$ cat src/rtl/mmio_bridge_n_pkg.sv
// Shared types and constants for the MMIO bridge.
// FSM encoding, access-size code and the default two-device address map.
package mmio_bridge_n_pkg;

    typedef enum logic [1:0] {
        ST_IDLE   = 2'd0,
        ST_ACCESS = 2'd1,
        ST_DONE   = 2'd2,
        ST_ERR    = 2'd3
    } state_e;

    localparam logic [2:0] DM_MODE_WORD = 3'd0;
    localparam int IDX_W   = 3;
    localparam int IRQ_W   = 6;
    localparam int CNT_W   = 8;

    localparam logic [63:0] DEF_DEV_BASE = {32'h0000_7F10, 32'h0000_7F00};
    localparam logic [63:0] DEF_DEV_MASK = {32'hFFFF_FFF0, 32'hFFFF_FFF0};

endpackage

$ cat src/rtl/mmio_decode.sv
// Address decoder: base/mask match per device.
// The lowest matching device index wins.
module mmio_decode
    import mmio_bridge_n_pkg::*;
#(
    parameter int NUM_DEV = 2,
    parameter logic [NUM_DEV*32-1:0] DEV_BASE = DEF_DEV_BASE,
    parameter logic [NUM_DEV*32-1:0] DEV_MASK = DEF_DEV_MASK
) (
    input  logic [31:0]      addr,
    output logic             hit,
    output logic [IDX_W-1:0] idx
);

    always_comb begin
        hit = 1'b0;
        idx = '0;
        // Walk downwards so the lowest index is the last to overwrite.
        for (int k = NUM_DEV - 1; k >= 0; k--) begin
            if ((addr & DEV_MASK[32*k +: 32]) == DEV_BASE[32*k +: 32]) begin
                hit = 1'b1;
                idx = IDX_W'(k);
            end
        end
    end

endmodule

$ cat src/rtl/mmio_bridge_n.sv
// Multi-cycle MMIO bridge between the CPU data port and NUM_DEV devices,
// with abort, timeout and interrupt aggregation onto hwirq[7:2].
module mmio_bridge_n
    import mmio_bridge_n_pkg::*;
#(
    parameter int NUM_DEV = 2,
    parameter logic [NUM_DEV*32-1:0] DEV_BASE = DEF_DEV_BASE,
    parameter logic [NUM_DEV*32-1:0] DEV_MASK = DEF_DEV_MASK,
    parameter int TIMEOUT = 16
) (
    input  logic                   clk,
    input  logic                   rst,
    input  logic                   cpu_req,
    input  logic [31:0]            cpu_addr,
    input  logic [31:0]            cpu_write_data,
    input  logic                   dev_write_enable,
    input  logic [2:0]             dm_mode,
    input  logic                   bridge_stop,
    output logic                   bridge_valid,
    output logic                   cpu_ready,
    output logic                   bus_err,
    output logic [31:0]            cpu_read_result,
    output logic [NUM_DEV-1:0]     dev_sel,
    output logic [NUM_DEV-1:0]     dev_we,
    output logic [31:0]            dev_addr,
    output logic [31:0]            dev_wdata,
    input  logic [NUM_DEV*32-1:0]  dev_rdata,
    input  logic [NUM_DEV-1:0]     dev_ack,
    input  logic [NUM_DEV-1:0]     dev_irq,
    output logic [IRQ_W-1:0]       hwirq
);

    localparam logic [CNT_W-1:0] TO_LAST = CNT_W'(TIMEOUT - 1);

    state_e                 state_q, state_d;
    logic [31:0]            addr_q, addr_d;
    logic [31:0]            wdata_q, wdata_d;
    logic [31:0]            rdata_q, rdata_d;
    logic                   we_q, we_d;
    logic [IDX_W-1:0]       idx_q, idx_d;
    logic [CNT_W-1:0]       cnt_q, cnt_d;
    logic [NUM_DEV-1:0]     sel_q, sel_d;
    logic [NUM_DEV-1:0]     wen_q, wen_d;
    logic [IRQ_W-1:0]       irq_q, irq_d;

    logic                   hit;
    logic [IDX_W-1:0]       hit_idx;
    logic                   ack_sel;
    logic [31:0]            rdata_sel;

    mmio_decode #(
        .NUM_DEV  (NUM_DEV),
        .DEV_BASE (DEV_BASE),
        .DEV_MASK (DEV_MASK)
    ) u_decode (
        .addr (cpu_addr),
        .hit  (hit),
        .idx  (hit_idx)
    );

    assign bridge_valid = cpu_req & hit & (cpu_addr[1:0] == 2'b00)
                        & (dm_mode == DM_MODE_WORD);

    always_comb begin
        ack_sel   = 1'b0;
        rdata_sel = '0;
        for (int k = 0; k < NUM_DEV; k++) begin
            if (idx_q == IDX_W'(k)) begin
                ack_sel   = dev_ack[k];
                rdata_sel = dev_rdata[32*k +: 32];
            end
        end
    end

    always_ff @(posedge clk) begin
        if (rst) begin
            state_q <= ST_IDLE;
            addr_q  <= '0;
            wdata_q <= '0;
            rdata_q <= '0;
            we_q    <= 1'b0;
            idx_q   <= '0;
            cnt_q   <= '0;
            sel_q   <= '0;
            wen_q   <= '0;
            irq_q   <= '0;
        end else begin
            state_q <= state_d;
            addr_q  <= addr_d;
            wdata_q <= wdata_d;
            rdata_q <= rdata_d;
            we_q    <= we_d;
            idx_q   <= idx_d;
            cnt_q   <= cnt_d;
            sel_q   <= sel_d;
            wen_q   <= wen_d;
            irq_q   <= irq_d;
        end
    end

    always_comb begin
        state_d = state_q;
        addr_d  = addr_q;
        wdata_d = wdata_q;
        rdata_d = rdata_q;
        we_d    = we_q;
        idx_d   = idx_q;
        cnt_d   = cnt_q;
        unique case (state_q)
            ST_IDLE: begin
                if (bridge_valid && !bridge_stop) begin
                    addr_d  = cpu_addr;
                    wdata_d = cpu_write_data;
                    we_d    = dev_write_enable;
                    idx_d   = hit_idx;
                    cnt_d   = '0;
                    state_d = ST_ACCESS;
                end
            end
            ST_ACCESS: begin
                // Abort beats a same-cycle ack and the timeout.
                if (bridge_stop) begin
                    state_d = ST_IDLE;
                end else if (ack_sel) begin
                    if (!we_q) rdata_d = rdata_sel;
                    state_d = ST_DONE;
                end else if (cnt_q == TO_LAST) begin
                    rdata_d = '0;
                    state_d = ST_ERR;
                end else begin
                    cnt_d = cnt_q + 1'b1;
                end
            end
            ST_DONE, ST_ERR: state_d = ST_IDLE;
            default:         state_d = ST_IDLE;
        endcase
    end

    always_comb begin
        sel_d = '0;
        wen_d = '0;
        irq_d = '0;
        if (state_d == ST_ACCESS) begin
            for (int k = 0; k < NUM_DEV; k++) begin
                sel_d[k] = (idx_d == IDX_W'(k));
            end
            wen_d = sel_d & {NUM_DEV{we_d}};
        end
        irq_d[NUM_DEV-1:0] = dev_irq;
    end

    assign cpu_ready       = (state_q == ST_DONE) || (state_q == ST_ERR);
    assign bus_err         = (state_q == ST_ERR);
    assign cpu_read_result = rdata_q;
    assign dev_sel         = sel_q;
    assign dev_we          = wen_q;
    assign dev_addr        = addr_q;
    assign dev_wdata       = wdata_q;
    assign hwirq           = irq_q;

endmodule

$ cat config.mk
export PLATFORM = sky130hd
export DESIGN_NAME = mmio_bridge_n
export DESIGN_NICKNAME = d
export VERILOG_FILES = /design/src/rtl/mmio_bridge_n_pkg.sv /design/src/rtl/mmio_decode.sv /design/src/rtl/mmio_bridge_n.sv
export SDC_FILE = /design/constraint.sdc
export NUM_CORES = 1
export LEC_CHECK = 0
export BUFFER_PORTS_ARGS = -buffer_cell sky130_fd_sc_hd__buf_2
export CAP_MARGIN = 5
export CORE_MARGIN = 3
export CORE_UTILIZATION = 48
export DETAILED_ROUTE_END_ITERATION = 6
export PLACE_DENSITY = 0.92
export SLEW_MARGIN = 20
export SYNTH_ARGS = -nofsm -noshare
export SYNTH_HDL_FRONTEND = slang
export SYNTH_SLANG_ARGS = --single-unit
$ cat constraint.sdc
create_clock -name clk -period 3.15 [get_ports clk]
set_clock_uncertainty 0.15 [all_clocks]
set_input_delay 0 -clock clk [delete_from_list [all_inputs] [get_ports clk]]
set_output_delay 0 -clock clk [all_outputs]
set_load 0.02 [all_outputs]
==> impl_metrics.py <==
metrics = {
    "outcome": {
        "status": "completed",
    },
    "worst_setup_path": {
        "r2r_end": "dev_we[1]$_SDFF_PP0_",
        "crit_fanout": 5,
        "crit_top_cell": "dlygate4sd3_1",
        "reg2reg_from": "state_q[1]$_SDFF_PP0_",
        "rr_worst_depth": 6,
        "cp_slowest_stage_delay_ns": 0.61,
        "crit_path_start_kind": "register",
        "cp_data_arrival_time_ns": 3.16,
        "path_buf_inv": 2,
        "crit_slowest_cell": "dlygate4sd3_1",
        "path_cells": "or3_1 -> nor4_1 -> nand2_1 -> dlygate4sd3_1 -> o22ai_1 -> dlygate4sd3_1",
        "r2r_slack_ns": 0.26,
        "critPathKind": "register to register",
        "worstPathRequired_ns": 3.42,
        "path_delay_family": "buffers and inverters",
        "end_kind": "register",
    },
    "cells_and_area": {
        "antennaDiodeCount": 0,
        "layout_common_cells": "buf_2 (244), nand2_1 (120), dfxtp_1 (115), dlygate4sd3_1 (112), a21oi_1 (76)",
        "multiInputGateArea_sq_um": 2085,
        "syn2layout_area_growth_pct": 64.88,
        "nets": 1017,
        "layout_commonest_cell": "buf_2",
        "fillers": 526,
        "seqCellArea_sq_um": 2323,
        "drive_gt1_frac": 0.3296,
    },
    "timing": {
        "fmax_mhz": 346.1,
        "finalSetupViolCount": 0,
        "maxSlewHeadroom": 0.5710,
        "setup_tns_ns": 0,
        "finalHoldViolCount": 0,
        "fin_crit_ns": 2.889,
        "worst_pin_slew_ns": 0.6436,
        "grt_setup_unrepaired": "no",
        "finalMaxSlewViolations": 0,
        "hold_ws_ns": 0.06425,
        "min_period_over_period": 0.9173,
    },
    "logic_synthesis": {
        "avgSynthCellArea_sq_um": 8.685,
        "yosys_warnings": 0,
        "synthAdderAreaFrac": 0.002729,
        "synthSimpleGateAreaFrac": 0.2535,
        "synthCells": 528,
        "synth-seq-cells": 116,
        "synth-edff-count": 0,
        "synth.distinct_cells": 42,
        "synth_flop_cell": "dfxtp_1",
        "syn_area_sq_um": 4586,
        "synthMuxAreaShare": 0.07449,
        "synth_compound_area_frac": 0.1171,
        "seq_area_frac_synth": 0.5064,
        "async_flop_share": 0,
        "synth_xor_area_frac": 0,
        "synth_top_family_by_area": "simple AND/OR/NAND/NOR gates",
    },
    "grt": {
        "grt_max_degree": 65,
        "grt_pass1_vias": 5670,
        "grtUsageTotal": 0.3296,
        "antenna_found_initial": 0,
        "overflow": 0,
        "grt_pass1_wl_microns": 28780,
    },
    "cts": {
        "clkLatencyLatePin_ns": 0.49,
        "cts_htree_levels": 4,
        "cts_resized": 0,
        "root_buffer": "clkbuf_8",
        "clkSlewWorstSetupHoldPaths_ns": 0.06,
        "cts_hold_buf": 112,
        "cts.sinks": 116,
        "cts_inserted_buffers": 17,
        "tritoncts": "built",
        "clk_path_buf_depth": 2,
        "postCtsSetupRepairBufs": 0,
    },
    "place": {
        "numPortBuffers": 244,
        "dpl.hpwl_microns": 9344,
        "gp_congestion": 0.8440,
    },
    "pwr": {
        "power_leakage_nw": 3.313,
        "comb_power_share": 0.077,
        "p_per_area_nw_per_um2": 474.8,
        "switching_share": 0.2286,
        "pwr-share-seq": 0.409,
        "switchingPower_mw": 0.8205,
        "ir_drop_v": 0.0003055,
        "p_clk_frac": 0.514,
        "p_int_mw": 2.769,
    },
    "hold_path": {
        "min_from": "cpu_req",
        "min_to": "cnt_q[4]$_SDFFE_PP0P_",
        "hold_path.class": "primary input to register",
        "hold_depth": 5,
    },
    "die": {
        "die_area_sq_um": 10760,
        "start_util": 0.4939,
        "die_h_microns": 103.7,
        "die_width_microns": 103.7,
        "core_area_sq_um": 9284,
        "boundaryPins": 249,
        "rows": 35,
    },
    "route": {
        "remaining_drc_errors": 0,
        "drt_first_iter_violations": 470,
        "drt-total-wl_microns": 17810,
        "wl_per_cell_microns": 17.49,
        "detail-route-antenna-nets": 0,
        "drtPass1Iterations": 5,
        "vias": 5473,
        "vias_per_cell": 5.376,
    },
    "job": {
        "max_cap_violations": 0,
    },
}
[how the worst max path moves through the flow]
stage | startpoint | endpoint | slack (ns) | depth (start not counted)
after floorplan | cnt_q[0]$_SDFFE_PP0P_ | cpu_read_result[0]$_SDFFE_PP0P_ | 1.25 | 7
after global placement | cpu_addr[15] | dev_addr[3]$_SDFFE_PP0P_ | 0.93 | 7
after detailed placement | cnt_q[0]$_SDFFE_PP0P_ | cpu_read_result[31]$_SDFFE_PP0P_ | 0.87 | 7
after CTS | state_q[1]$_SDFF_PP0_ | dev_we[1]$_SDFF_PP0_ | 0.39 | 6
after global routing | state_q[1]$_SDFF_PP0_ | dev_we[1]$_SDFF_PP0_ | 0.15 | 6
final | state_q[1]$_SDFF_PP0_ | dev_we[1]$_SDFF_PP0_ | 0.26 | 6
[kinds of logic after synthesis]
kind of cell             Yosys count
buffers and inverters             42
adder cells (fa/ha/maj)            1
AND/OR/NAND/NOR                  238
multiplexers                      34
other                              1
AO/OA/AOI/OAI                     96
flip-flops                       116
[metrics by stage]
| stage | utilization | cells | worst slack, ns | power [mW] | instance area (sq um) |
|---|---|---|---|---|---|
| final | 0.8144 | 1018 | 0.2606 | 3.590 | 7561 |
| after global routing | 0.8144 | 1018 | 0.1488 | 3.706 | 7561 |
| after CTS | 0.8144 | 1018 | 0.3913 | 3.585 | 7561 |
| after detailed placement | 0.6322 | 874 | 0.8740 | 1.653 | 5869 |
| after global placement | 0.6322 | 874 | 0.9274 | 1.650 | 5869 |
| after floorplan | - | 531 | 1.247 | 1.555 | 4597 |
[routing by layer]
| metal | up-vias | track usage | part of all wire |
|---|---|---|---|
| met5 | - | 0 | 0 |
| met3 | 94 | 0.09283 | 0.084 |
| met1 | 2524 | 0.3527 | 0.37 |
| li1 | 2496 | - | - |
| met4 | 0 | 0.1909 | 0.056 |
| met2 | 359 | 0.5804 | 0.49 |
[sequential cells by signal, indices dropped and copies added, names as in the netlist]
| register | cells |
|---|---|
| cnt_q | 8 |
| cpu_read_result | 32 |
| dev_addr | 32 |
| dev_sel | 2 |
| dev_wdata | 32 |
| dev_we | 2 |
| hwirq | 2 |
| idx_q | 3 |
| state_q | 2 |
| we_q | 1 |
[worst register-to-register path: stages (launching register included)]
cell           delay [ns]
dfxtp_1              0.33
or3_1                0.47
nor4_1               0.37
nand2_1              0.13
dlygate4sd3_1        0.61
o22ai_1              0.17
dlygate4sd3_1        0.61
[power by group through the flow]
stage          combinational (mW)  sequential (mW)  clock (mW)
6_report                    0.276             1.47        1.84
3_3_place_gp                0.149             1.50           0
2_1_floorplan              0.0520             1.50           0
5_1_grt                     0.295             1.47        1.94
4_1_cts                     0.256             1.47        1.86
3_5_place_dp                0.152             1.50           0
[cell usage after synthesis (4+ instances only)]
| cell | instances | area, sq um |
|---|---|---|
| or4_1 | 5 | 37.54 |
| a21oi_1 | 76 | 380.4 |
| nor4_1 | 6 | 37.54 |
| or3_1 | 36 | 225.2 |
| mux2i_1 | 33 | 330.3 |
| dfxtp_1 | 116 | 2322 |
| nor2_1 | 21 | 78.83 |
| nor2b_1 | 4 | 25.02 |
| buf_2 | 12 | 60.06 |
| buf_4 | 5 | 37.54 |
| nand2_1 | 120 | 450.4 |
| o21ai_0 | 4 | 20.02 |
| clkbuf_1 | 19 | 71.32 |
| nand3_1 | 4 | 20.02 |
| and2_1 | 26 | 162.7 |
[layout make-up]
type	count	area share
Clock inverter	14	0.02019
Multi-Input combinational cell	373	0.2757
Sequential cell	116	0.3073
Clock buffer	18	0.05527
Timing Repair Buffer	365	0.3187
Tap cell	129	0.02135
Inverter	3	0.001489
(Power assumes the default switching activity.)
